[config.mk]
export PLATFORM = sky130hd
export DESIGN_NAME = dual_port_ram
export DESIGN_NICKNAME = d
export VERILOG_FILES = /design/src/rtl/dual_port_ram.sv
export SDC_FILE = /design/constraint.sdc
export NUM_CORES = 2
export LEC_CHECK = 0
export ABC_AREA = 1
export BUFFER_PORTS_ARGS = -buffer_cell sky130_fd_sc_hd__buf_2
export CORE_MARGIN = 3
export CORE_UTILIZATION = 40
export DETAILED_ROUTE_END_ITERATION = 12
export PLACE_DENSITY = 0.54
export SYNTH_ARGS = -nofsm -noshare
export SYNTH_HDL_FRONTEND = slang
export SYNTH_SLANG_ARGS = --single-unit
export TNS_END_PERCENT = 20
[constraint.sdc]
create_clock -name clk -period 3.2 [get_ports clk]
set_input_delay 0.16 -clock clk [delete_from_list [all_inputs] [get_ports clk]]
set_output_delay 0.16 -clock clk [all_outputs]
set_load 0.05 [all_outputs]
[src/rtl/dual_port_ram.sv]
// Simple dual-port synchronous RAM: one write port, one read port, shared clock.
// Latency: write 1 cycle; read 1 cycle (OUTPUT_REG=0) or 2 cycles (OUTPUT_REG=1).
// Backpressure: none; every read and write request is accepted in its own cycle.
module dual_port_ram #(
   parameter int ADDR_WIDTH = 8,
   parameter int DATA_WIDTH = 16,
   parameter int OUTPUT_REG = 0
) (
   input  logic                  clk,
   input  logic                  reset,
   input  logic [ADDR_WIDTH-1:0] s_write_addr,
   input  logic                  s_write_req,
   input  logic [DATA_WIDTH-1:0] s_write_data,
   input  logic [ADDR_WIDTH-1:0] s_read_addr,
   input  logic                  s_read_req,
   output logic [DATA_WIDTH-1:0] s_read_data
);

   localparam int DEPTH = 1 << ADDR_WIDTH;

   // Storage is deliberately left out of reset so it maps onto plain RAM cells.
   logic [DATA_WIDTH-1:0] mem_q [DEPTH];
   logic [DATA_WIDTH-1:0] rd_q;
   logic [DATA_WIDTH-1:0] rd_d;

   // Write port: store the word at the addressed location; reset does not gate it.
   always_ff @(posedge clk) begin
      if (s_write_req) begin
         mem_q[s_write_addr] <= s_write_data;
      end
   end

   // First read stage next state: load on request, otherwise hold the last word.
   always_comb begin
      rd_d = rd_q;
      if (s_read_req) begin
         rd_d = mem_q[s_read_addr];
      end
   end

   // First read stage register; sampling mem_q before the write lands gives read-first.
   always_ff @(posedge clk) begin
      if (reset) begin
         rd_q <= '0;
      end else begin
         rd_q <= rd_d;
      end
   end

   generate
      if (OUTPUT_REG != 0) begin : g_out_reg
         logic [DATA_WIDTH-1:0] out_q;

         // Second stage follows the first every cycle to relax output timing.
         always_ff @(posedge clk) begin
            if (reset) begin
               out_q <= '0;
            end else begin
               out_q <= rd_q;
            end
         end

         assign s_read_data = out_q;
      end else begin : g_no_out_reg
         assign s_read_data = rd_q;
      end
   endgenerate

endmodule

==> metrics <==
Rel. slew slack 0.248; die width between 600 and 700 um; total track usage 0.235; Die ar. ~0.42 mm^2; type of the worst setup path reg -> reg; placed cells 19035; # IOs 52; flops & latches, synth just over 4000; crit path max fanout 1; Clock Latency Late Sink 1.00 ns; CTS tree built; Detailed Place HPWL 302000 um; fin. max-slew vios 0; Max-Cap Viols 0; area grow syn2layout 14.8%; vias post-DR ~110k; hold crit path type in -> reg; P_leak 0.0669 uW; cell count after synthesis about 14000; Min Clock Period, post-route between 2 and 3 ns; Post-synth EDFFs ~4100; root buffer cell clkbuf_16; WL final roughly 500000 um; prevailing post-synth register cell edfxtp_1; R2R Path End s_read_data[15]; Clock transition at path regs about 0.06 ns; sequential area share after synthesis 0.743; vias per std cell ~5.5; final-report hold violation count 0; total CTS buffers 432; Pwr Density 608 mW/mm^2; WP data arrival 3.64 ns; # clock sinks just over 4000; initial cell density of the core 0.403; post-layout util 0.463; vias in the first global route between 100k and 150k; Final Non-Filler Cells slightly below 20000; syn_area_per_cell ~12 um^2; # setup viols final 0; Post-Route Skew just under 0.05 ns; fmax between 0.3 and 0.4 GHz; Max clock buf depth 4; initial antenna violation count 24; syn nets 13722; DR WL/cell 25.6 um; PortBufs between 50 and 60; Congestion Overflow GR 0; Hold Path End s_read_data[14]; Critical R2R Launch mem_q[133][15]; Routability Congestion 0.855; R2R cell count 15; hold path start s_read_addr[6]; Hold Path Stages 9; commonest non-fill, non-tap cells in the layout nand2_1 (4195), edfxtp_1 (4096), nand3_1 (4051); Post-Syn Area approximately 0.17 mm^2; CP Launch Type register; core area around 0.4 mm^2; FP Rows 235; share of cells above drive strength 1 0.104; Data required, critical path 4.09 ns; fin crit share 0.860; antenna-violating nets left 0; outcome finished, final reports clean; async set-reset flop share out of synthesis 0; Final nets between 10000 and 15000; DRC viols 0; Crit. End Element register; commonest non-fill, non-tap cell in the layout nand2_1; RSZ-0062 raised after global routing no; distinct cell type count after synthesis 15; detailed router's first-iteration violation count roughly 13000; worst reg-to-reg setup slack around 0.45 ns; first-pass GRT wire length around 740000 um; yosys warns 0; Die Height around 650 um; Pre-antenna DRT Iters 6; H-Tree Depth 5; VDD IR-drop max between 0.4 and 0.5 mV; largest net degree at the start of global routing around 120; Worst Tran Pin Value approximately 1.1 ns
-- state kept, by name, summed over array words and instances (netlist names) --
register	count
mem_q	4096
s_read_data	16
-- kinds of logic (layout without fill, tap and decap cells) --
kind of cell	count (synthesis)	count (layout)	synth area share
AND/OR/NAND/NOR	8577	8577	0.225
buffers and inverters	997	1716	0.0318
other	0	12	0
flip-flops	4112	4112	0.743
-- report_power, final --
group	switching, uW	total (uW)	leakage, uW	internal, uW
logic	5620	7610	0.0232	1990
registers	81.5	59400	0.0369	59400
clock network	21000	48800	0.00671	27800
-- cells in the mapped netlist (2+ instances only) --
cell type | instances | area [um^2]
inv_1 | 51 | 191
inv_2 | 2 | 7.51
buf_1 | 108 | 405
nand2_1 | 4211 | 15800
dfxtp_1 | 16 | 320
nor2_1 | 315 | 1180
clkbuf_1 | 152 | 571
edfxtp_1 | 4096 | 123000
buf_2 | 484 | 2420
inv_4 | 2 | 12.5
nand3_1 | 4051 | 20300
buf_6 | 44 | 495
buf_4 | 152 | 1140
-- worst max-delay path, cell delays in order, from the launching register on --
cell and delay, ns:
edfxtp_1 0.37, nand2_1 0.08, nand3_1 0.10, nand3_1 0.15, nand3_1 0.20, nand3_1 0.27, nand3_1 0.17, nand3_1 0.14
buf_4 0.16, nand2_1 0.06, buf_4 0.16, nand2_1 0.07, nand3_1 0.07, nand2_1 0.08, dlygate4sd3_1 0.54, inv_1 0.04
-- how the worst max path moves through the flow --
stage	from	end
finish	mem_q[133][15]	s_read_data[15]
global route	mem_q[135][15]	s_read_data[15]
CTS	mem_q[133][15]	s_read_data[15]
detailed placement	s_read_addr[0]	s_read_data[13]
global placement	s_read_addr[0]	s_read_data[13]
floorplan	s_write_req	mem_q[162][0]
-- stage by stage --
step	power (uW)	hold WS, ns	setup TNS [ns]	setup WS [ns]	instance area (um^2)
2_1_floorplan	64300	0.259	0	1.20	166000
3_3_place_gp	68100	0.569	-0.0200	-0.0200	177000
3_5_place_dp	68100	0.574	0	0.0421	177000
4_1_cts	117000	0.0553	0	0.450	190000
5_1_grt	119000	0.112	0	0.271	190000
6_report	116000	0.124	0	0.449	190000
-- layout make-up --
cell class	instances	area, um^2
Inverter	55	259
Clock inverter	261	2230
Antenna cell	12	30.0
Clock buffer	538	11500
Multi-Input combinational cell	8577	37400
Tap cell	5451	6820
Timing Repair Buffer	862	8960
Fill cell	36620	221000
Sequential cell	4112	123000
-- layer usage --
| layer | track usage | routed length [um] |
|---|---|---|
| met2 | 0.370 | 235000 |
| met1 | 0.330 | 215000 |
| met5 | 0 | 0 |
| met3 | 0.0388 | 40000 |
| met4 | 0.0806 | 18400 |
-- repair_timing --
| item | in CTS | in global routing |
|---|---|---|
| resized for setup | 0 | 0 |
| hold buffers | 22 | 0 |
| endpoints found under the setup margin | 0 | 0 |
| hold endpoints to repair | 2591 | 0 |
| buffers inserted | 0 | 0 |
Note: power is estimated with default switching activity, not from simulation.
